`config.mk`:
```
export PLATFORM = sky130hd
export DESIGN_NAME = fifo2uart_framer
export DESIGN_NICKNAME = d
export VERILOG_FILES = /design/src/rtl/fifo2uart_pkg.sv /design/src/rtl/fifo2uart_framer_uart_byte_out.sv /design/src/rtl/fifo2uart_framer.sv
export SDC_FILE = /design/constraint.sdc
export NUM_CORES = 1
export LEC_CHECK = 0
export BUFFER_PORTS_ARGS = -buffer_cell sky130_fd_sc_hd__buf_2
export CAP_MARGIN = 25
export CORE_ASPECT_RATIO = 1.1
export CORE_MARGIN = 5
export CORE_UTILIZATION = 59
export DETAILED_ROUTE_END_ITERATION = 10
export PLACE_DENSITY = 0.79
export SYNTH_ARGS = -nofsm -noshare
export SYNTH_HDL_FRONTEND = slang
export SYNTH_SLANG_ARGS = --single-unit
```
`constraint.sdc`:
```
create_clock -name clk -period 3.4 [get_ports clk]
set_input_delay 0.68 -clock clk [delete_from_list [all_inputs] [get_ports clk]]
set_output_delay 0.68 -clock clk [all_outputs]
set_load 0.005 [all_outputs]
```
`src/rtl/fifo2uart_pkg.sv`:
```
// Shared types and constants for the FIFO-to-UART frame builder.
// State encoding, default frame delimiters and word/byte sizing helper.
package fifo2uart_pkg;

  typedef enum logic [3:0] {
    S_IDLE,
    S_HEAD,
    S_LEN,
    S_RD,
    S_WAIT,
    S_BYTE,
    S_CHK,
    S_TAIL,
    S_DONE
  } state_t;

  localparam logic [7:0] DEF_HEAD = 8'hAA;
  localparam logic [7:0] DEF_TAIL = 8'h55;

  function automatic int bytes_of(input int w);
    return w / 8;
  endfunction

endpackage

```
`src/rtl/fifo2uart_framer_uart_byte_out.sv`:
```
// Output byte register toward the UART transmitter.
// A loaded byte stays valid and unchanged until the transmitter takes it.
import fifo2uart_pkg::*;

module uart_byte_out (
  input  logic       clk,
  input  logic       rst,
  input  logic       load,
  input  logic [7:0] din,
  input  logic       uart_txdr,
  output logic [7:0] uart_txd,
  output logic       uart_txdv,
  output logic       accepted
);

  assign accepted = uart_txdv & uart_txdr;

  // A reload in the accept cycle keeps the byte stream gap-free.
  always_ff @(posedge clk) begin
    if (rst) begin
      uart_txd  <= 8'h00;
      uart_txdv <= 1'b0;
    end else if (load) begin
      uart_txd  <= din;
      uart_txdv <= 1'b1;
    end else if (accepted) begin
      uart_txdv <= 1'b0;
    end
  end

endmodule

```
`src/rtl/fifo2uart_framer.sv`:
```
// Drains data_len FIFO words into a framed UART byte stream:
// HEAD, length bytes, payload bytes MSB first, optional checksum, TAIL.
import fifo2uart_pkg::*;

module fifo2uart_framer #(
  parameter int         DATA_W = 8,
  parameter int         LEN_W  = 8,
  parameter logic [7:0] HEAD   = DEF_HEAD,
  parameter logic [7:0] TAIL   = DEF_TAIL,
  parameter bit         CHK_EN = 1'b1
) (
  input  logic              clk,
  input  logic              rst,
  input  logic              fs,
  input  logic [LEN_W-1:0]  data_len,
  output logic              fd,
  output logic              busy,
  output logic              fifo_rxen,
  input  logic [DATA_W-1:0] fifo_rxd,
  input  logic              fifo_empty,
  output logic [7:0]        uart_txd,
  output logic              uart_txdv,
  input  logic              uart_txdr
);

  localparam int         BYTES     = bytes_of(DATA_W);
  localparam int         LBYTES    = LEN_W / 8;
  localparam logic [7:0] LEN_LAST  = 8'(LBYTES - 1);
  localparam logic [7:0] WORD_LAST = 8'(BYTES - 1);

  state_t             state;
  logic [LEN_W-1:0]   len_q;
  logic [LEN_W-1:0]   len_sh;
  logic [LEN_W-1:0]   wcnt;
  logic [DATA_W-1:0]  word_q;
  logic [7:0]         idx;
  logic [7:0]         chk;

  logic               load;
  logic [7:0]         din;
  logic               acc;
  logic [7:0]         sum_nx;
  logic [7:0]         fin_byte;
  logic [LEN_W-1:0]   len_nx;
  logic [DATA_W-1:0]  word_nx;
  logic [LEN_W-1:0]   wcnt_inc;
  logic               last_word;

  uart_byte_out u_out (
    .clk       (clk),
    .rst       (rst),
    .load      (load),
    .din       (din),
    .uart_txdr (uart_txdr),
    .uart_txd  (uart_txd),
    .uart_txdv (uart_txdv),
    .accepted  (acc)
  );

  assign sum_nx    = chk + uart_txd;
  assign fin_byte  = CHK_EN ? sum_nx : TAIL;
  assign len_nx    = len_sh << 8;
  assign word_nx   = word_q << 8;
  assign wcnt_inc  = wcnt + LEN_W'(1);
  assign last_word = (wcnt_inc == len_q);

  // The next byte is chosen in the cycle the current one is accepted,
  // so consecutive bytes go out back to back.
  always_comb begin
    load      = 1'b0;
    din       = 8'h00;
    fifo_rxen = 1'b0;
    case (state)
      S_IDLE: begin
        if (fs) begin
          load = 1'b1;
          din  = HEAD;
        end
      end
      S_HEAD: begin
        if (acc) begin
          load = 1'b1;
          din  = len_sh[LEN_W-1 -: 8];
        end
      end
      S_LEN: begin
        if (acc) begin
          if (idx != LEN_LAST) begin
            load = 1'b1;
            din  = len_nx[LEN_W-1 -: 8];
          end else if (len_q == '0) begin
            load = 1'b1;
            din  = fin_byte;
          end
        end
      end
      // Read strobe must coincide with RD so data lands in WAIT.
      S_RD: fifo_rxen = ~fifo_empty;
      S_WAIT: begin
        load = 1'b1;
        din  = fifo_rxd[DATA_W-1 -: 8];
      end
      S_BYTE: begin
        if (acc) begin
          if (idx != WORD_LAST) begin
            load = 1'b1;
            din  = word_nx[DATA_W-1 -: 8];
          end else if (last_word) begin
            load = 1'b1;
            din  = fin_byte;
          end
        end
      end
      S_CHK: begin
        if (acc) begin
          load = 1'b1;
          din  = TAIL;
        end
      end
      default: ;
    endcase
  end

  always_ff @(posedge clk) begin
    if (rst) begin
      state  <= S_IDLE;
      len_q  <= '0;
      len_sh <= '0;
      wcnt   <= '0;
      word_q <= '0;
      idx    <= 8'h00;
      chk    <= 8'h00;
      fd     <= 1'b0;
      busy   <= 1'b0;
    end else begin
      fd <= 1'b0;
      case (state)
        S_IDLE: begin
          if (fs) begin
            len_q  <= data_len;
            len_sh <= data_len;
            wcnt   <= '0;
            chk    <= 8'h00;
            idx    <= 8'h00;
            busy   <= 1'b1;
            state  <= S_HEAD;
          end
        end
        S_HEAD: begin
          if (acc) begin
            idx   <= 8'h00;
            state <= S_LEN;
          end
        end
        S_LEN: begin
          if (acc) begin
            chk <= sum_nx;
            if (idx != LEN_LAST) begin
              idx    <= idx + 8'd1;
              len_sh <= len_nx;
            end else if (len_q != '0) begin
              state <= S_RD;
            end else begin
              state <= CHK_EN ? S_CHK : S_TAIL;
            end
          end
        end
        S_RD: begin
          if (!fifo_empty) state <= S_WAIT;
        end
        S_WAIT: begin
          word_q <= fifo_rxd;
          idx    <= 8'h00;
          state  <= S_BYTE;
        end
        S_BYTE: begin
          if (acc) begin
            chk <= sum_nx;
            if (idx != WORD_LAST) begin
              idx    <= idx + 8'd1;
              word_q <= word_nx;
            end else begin
              wcnt <= wcnt_inc;
              if (last_word) state <= CHK_EN ? S_CHK : S_TAIL;
              else           state <= S_RD;
            end
          end
        end
        S_CHK: begin
          if (acc) state <= S_TAIL;
        end
        S_TAIL: begin
          if (acc) begin
            fd    <= 1'b1;
            state <= S_DONE;
          end
        end
        S_DONE: begin
          busy  <= 1'b0;
          state <= S_IDLE;
        end
        default: state <= S_IDLE;
      endcase
    end
  end

endmodule

```
After elaboration in Yosys (flattened, before gate mapping)
Cells that the tools add are included.

$add $sub $neg: 3. Multiply operators: 0. Div/mod/pow operators: 0. $lt $le $gt $ge: 0. Equal/unequal tests: 21. Shifts and indexed selects: 0. Multiplexer cells: 50. Bitwise operators: 3. Reduce and logical (&&, ||, !) cells: 20.

Operator list (number): 8-bit two-way mux (18); 8-bit one-hot mux with 2 select lines (3); 8-bit one-hot mux with 6 select lines (1); 4-bit two-way mux (9); 4-bit one-hot mux with 8 select lines (1); 8-bit one-hot mux with 4 select lines (1); 2-bit inequality test (second input constant) (10); 8-bit by 1-bit adder with 8-bit output (second input constant) (2); 4-bit by 3-bit equality test with 1-bit output (second input constant) (4); 8-bit nonzero test (2); 1-bit two-way mux (12); 2-bit nonzero test (5); 9-bit AND reduction (1); 8-bit adder (1); 4-bit by 2-bit equality test with 1-bit output (second input constant) (2); 8-bit equality test (1); 8-bit zero test (1); 4-bit AND reduction (2); 7-bit two-way mux (1); 3-bit two-way mux (2); 2-bit OR reduction (3); 1-bit one-hot mux with 5 select lines (1); 5-bit AND reduction (1); 4-bit by 1-bit equality test with 1-bit output (second input constant) (1); 9 further kinds (12).

Bits in registers: 55. Latch bits: 0. Memory bits (writable): 0. Memory bits (read-only): 0. Word-level logic and storage cells: 107. Memories: 0.

Longest topological paths before layout
Depth in word-level cells: 7. Mapped depth: 9. Depth with buffers taken out: 9.

Hierarchy
From an unflattened synthesis, not the netlist that was laid out.

Cells, all modules: 441. Area, all modules: 3487.1 um^2.

Modules (own cells, without submodules): fifo2uart_framer (instances 1, cells an instance 410, area each 3159.3 um^2); uart_byte_out (instances 1, cells an instance 31, area each 327.8 um^2).

Worst setup path after synthesis
Ideal clock, no wire load.

Path type: reg2reg. Start: register wcnt[0]. End: register u_out.uart_txd[5]. Data arrival time: 2365 ps. Required time: 3278 ps. Slack: 913 ps. Stages on the path, launching flop included: 10. Path buffers: 1. Period minus slack after synthesis: 2487 ps. Path through: dfxtp_1 > ha_1 > buf_4 > nand3b_4 > a221oi_2 > a21oi_1 > or4_4 > o211ai_2 > a211oi_2 > a311o_1.

Word-level cells in the longest chain between the ends: 6. Elaborated cells on any way between the ends: 10. Those cells by class: add/sub: 1; eq/ne: 1; mux: 8.

Ends and longest elaborated chain: from (decl) (line fifo2uart_framer.sv:34) `logic [LEN_W-1:0] wcnt;`; from (signal assigned) (line fifo2uart_framer.sv:183) `wcnt <= wcnt_inc;`; 8-bit by 1-bit adder with 8-bit output * (line fifo2uart_framer.sv:64) `assign wcnt_inc = wcnt + LEN_W'(1);`; 8-bit equality test * (line fifo2uart_framer.sv:65) `assign last_word = (wcnt_inc == len_q);`; 8-bit two-way mux / 1-bit two-way mux (equally long branches) (line fifo2uart_framer.sv:108) `end else if (last_word) begin`; 8-bit two-way mux / 1-bit two-way mux (equally long branches) (line fifo2uart_framer.sv:105) `if (idx != WORD_LAST) begin`; 8-bit two-way mux / 1-bit two-way mux (equally long branches) (line fifo2uart_framer.sv:104) `if (acc) begin`; 8-bit one-hot mux with 6 select lines / 1-bit one-hot mux with 5 select lines (equally long branches) (line fifo2uart_framer.sv:73) `case (state)`; to (signal assigned) (line fifo2uart_framer_uart_byte_out.sv:24) `uart_txd <= din;`; to (decl) (line fifo2uart_framer_uart_byte_out.sv:11) `output logic [7:0] uart_txd,`.

Mark *: on every way between the ends. The rest lies on a longest branch, timed or not. A chain may end at the register's enable or synchronous reset.

Final worst setup path
Start: register wcnt[0]. End: register u_out.uart_txd[6].

The elaborated chain is that of the path after synthesis.

==> results.json <==
{
  "clkTransAtPathRegs_ns": 0.11,
  "clock_skew_ns": 0.0130,
  "r2r_cells": 8,
  "cts-root-buf": "clkbuf_8",
  "final_cells": 493,
  "r2r_end": "u_out.uart_txd[6]",
  "die_area_mm2": 0.00695,
  "grt_pass1_vias": 2765,
  "leakagePower_nw": 1.42,
  "hp-start": "chk[2]",
  "grtUsageTotal_pct": 23.0,
  "drt_first_pass_iters": 5,
  "startpoint": "wcnt[0]",
  "syn_inst": 392,
  "antenna_cells": 0,
  "grt_max_degree": 31,
  "cts_buffer_depth": 2,
  "synth_cell_types": 61,
  "cts_buffers": 5,
  "max_freq_mhz": 352,
  "drive_above_1_share_pct": 13.4,
  "yosys_warnings": 0,
  "fin_crit_ns": 2.84,
  "rsz0062_at_grt": "false",
  "syn-cell-area_mm2": 0.00317,
  "synth.largest_area_cell": "dfxtp_1",
  "cap_viol_max_count": 0,
  "synth_common_cells": "55 x dfxtp_1, 45 x nor2_1, 44 x nand2_1",
  "timing.final.crit_share_pct": 83.6,
  "postCtsSetupRepairBufs": 0,
  "synth-seq-area-share_pct": 34.7,
  "dp_cells": 484,
  "first_iter_violations": 217,
  "gr-total-overflow": 0,
  "avgSynthCellArea_um2": 8.09,
  "synth_top_area_share_pct": 34.7,
  "crit_path_cell_trace": "ha_1 -> xnor2_1 -> a221oi_2 -> a21oi_1 -> or4_4 -> o211ai_2 -> a211oi_2 -> a311o_1",
  "worst-r2r-setup-slack_ns": 0.56,
  "die_y_um": 86.9,
  "min_path_cells": 2,
  "hold_viol_final": 0,
  "clock_sinks": 55,
  "core_area_mm2": 0.00529,
  "max_stage_delay_ns": 0.57,
  "pwr_density_cell_mw_per_mm2": 589,
  "critPathRequiredTime_ns": 3.62,
  "timing.final.max_slew_violations": 0,
  "synth_edf_count": 0,
  "worstMarginPinSlew_ns": 0.661,
  "io_buffers": 32,
  "wire_per_inst_um": 15.2,
  "cts.htree.levels": 2,
  "ys_ff_latch": 55,
  "cts_resized": 0,
  "drc_errors": 0,
  "fin_setup_tns_ns": 0,
  "ctsHoldBuffers": 0,
  "yosys-top-cells-area": "dfxtp_1 35%, a21oi_1 6.8%, nor2_1 5.3%",
  "synth_ff_type": "dfxtp_1",
  "finalSetupViolCount": 0,
  "r2r-start": "wcnt[0]",
  "row_count": 28,
  "hp-class": "reg -> reg",
  "dp.final_hpwl_mm": 5.59,
  "fin_area_mm2": 0.00348,
  "critPathBufInv": 0,
  "cts_tree": "yes",
  "holdPathEnd": "chk[2]",
  "async_flop_share_pct": 0,
  "antenna_found_initial": 0,
  "drtAntennaViolNets": 0,
  "clk_latency_ns": 0.32,
  "critPathMaxFanout": 12,
  "gp_congestion": 0.873,
  "wirelength_mm": 7.49,
  "fin_util_pct": 65.8,
  "max-vdd-ir-drop_v": 0.000264,
  "io_pins": 33,
  "die_x_um": 79.9,
  "final_nets": 449,
  "cp_slowest_cell": "or4_4",
  "worstSetupPathType": "reg -> reg",
  "status": "complete, no violations",
  "start_util_pct": 60.0,
  "grt_first_pass_wirelength_mm": 12.7,
  "avgViaCountPerCell": 5.99,
  "vias": 2954,
  "area_growth_pct": 9.70,
  "synth.most_common_cell": "dfxtp_1",
  "placed_area_mm2": 0.00338,
  "crit_arrival_ns": 3.06,
  "relSlewSlack_pct": 55.9,
  "synthesis.nets": 424,
  "start_kind": "flop",
  "end_kind": "flop",
  "critPathTopFamily": "compound AO/OA/AOI/OAI gates"
}
## power by group
group	leakage [nW]	switching (mW)	internal (mW)
Sequential	0.448	0.132	0.731
Combinational	0.926	0.478	0.326
Clock	0.0467	0.231	0.153
## per-stage QoR
stage          power [mW]  setup WS, ns  hold WS [ns]
2_1_floorplan        1.45         0.913         0.436
3_3_place_gp         1.65         0.705         0.445
3_5_place_dp         1.67         0.601         0.450
4_1_cts              2.06         0.585         0.467
5_1_grt              2.21         0.465         0.490
6_report             2.05         0.557         0.464
## worst reg2reg max path, cell delays in order (launching register included)
cell and delay, ns:
dfxtp_1 0.44, ha_1 0.51, xnor2_1 0.15, a221oi_2 0.23
a21oi_1 0.08, or4_4 0.57, o211ai_2 0.22, a211oi_2 0.17
a311o_1 0.37
## sequential cells by signal (all words and copies together) (netlist names)
| register | count |
|---|---|
| u_out.uart_txd | 8 |
| wcnt | 8 |
| len_q | 8 |
| fd | 1 |
| busy | 1 |
| state | 4 |
| len_sh | 8 |
| u_out.uart_txdv | 1 |
| chk | 8 |
| idx | 8 |
## layer usage
| metal | part of all wire [%] | wire length (um) | global-route usage [%] |
|---|---|---|---|
| met1 | 43 | 3250 | 28.4 |
| met2 | 49 | 3650 | 39.6 |
| met4 | 2.4 | 178 | 8.14 |
| met5 | 0 | 0 | 0 |
| met3 | 5.4 | 403 | 4.45 |
## cell usage in the layout, fill, tap and decap left out, types with 2 or more instances in the layout
cell type and instances:
dfxtp_1 55, nor2_1 45, nand2_1 44, a21oi_1 43, buf_2 32, nor3_1 13
xnor2_1 12, xor2_1 11, o21ai_0 11, nor2b_1 11, nand3_1 10, ha_1 10
a221oi_1 8, inv_1 7, or4_1 6, nand2b_1 5, and2_1 5, a31oi_1 5
or3_1 5, o21bai_1 5, clkbuf_8 5, buf_4 5, and4_1 4, a211oi_1 4
a22oi_1 4, nor4_1 3, o21a_1 3, a21o_1 3, a221o_1 3, nand3b_1 3
nor4b_1 2, o221ai_1 2, and3_1 2, a311o_1 2
## cell type report
type                       instances  area, um^2
clock buffer                       5        68.8
clock inverter                     3        27.5
fill                             462        1810
inverter                           7        26.3
multi-input combinational        310        1960
sequential                        55        1100
tap                               75        93.8
timing repair buffer              38         203
## worst max path at each step
| stage | to | slack (ns) | cells after the start |
|---|---|---|---|
| final | u_out.uart_txd[6] | 0.56 | 8 |
| after global placement | u_out.uart_txd[5] | 0.71 | 8 |
| after detailed placement | u_out.uart_txd[6] | 0.60 | 8 |
| after CTS | u_out.uart_txd[6] | 0.58 | 8 |
| after floorplan | u_out.uart_txd[5] | 0.91 | 9 |
| after global routing | u_out.uart_txd[6] | 0.46 | 8 |
## cell families after synthesis
family | after synthesis | synth area share (%)
DFF | 55 | 34.7
buffers and inverters | 27 | 3.51
xor gates and xnor gates | 24 | 7.06
and+or+nand+nor | 166 | 27.0
adders and majority gates | 11 | 4.57
AOI/OAI and AO/OA | 109 | 23.2
(Power assumes the default switching activity.)
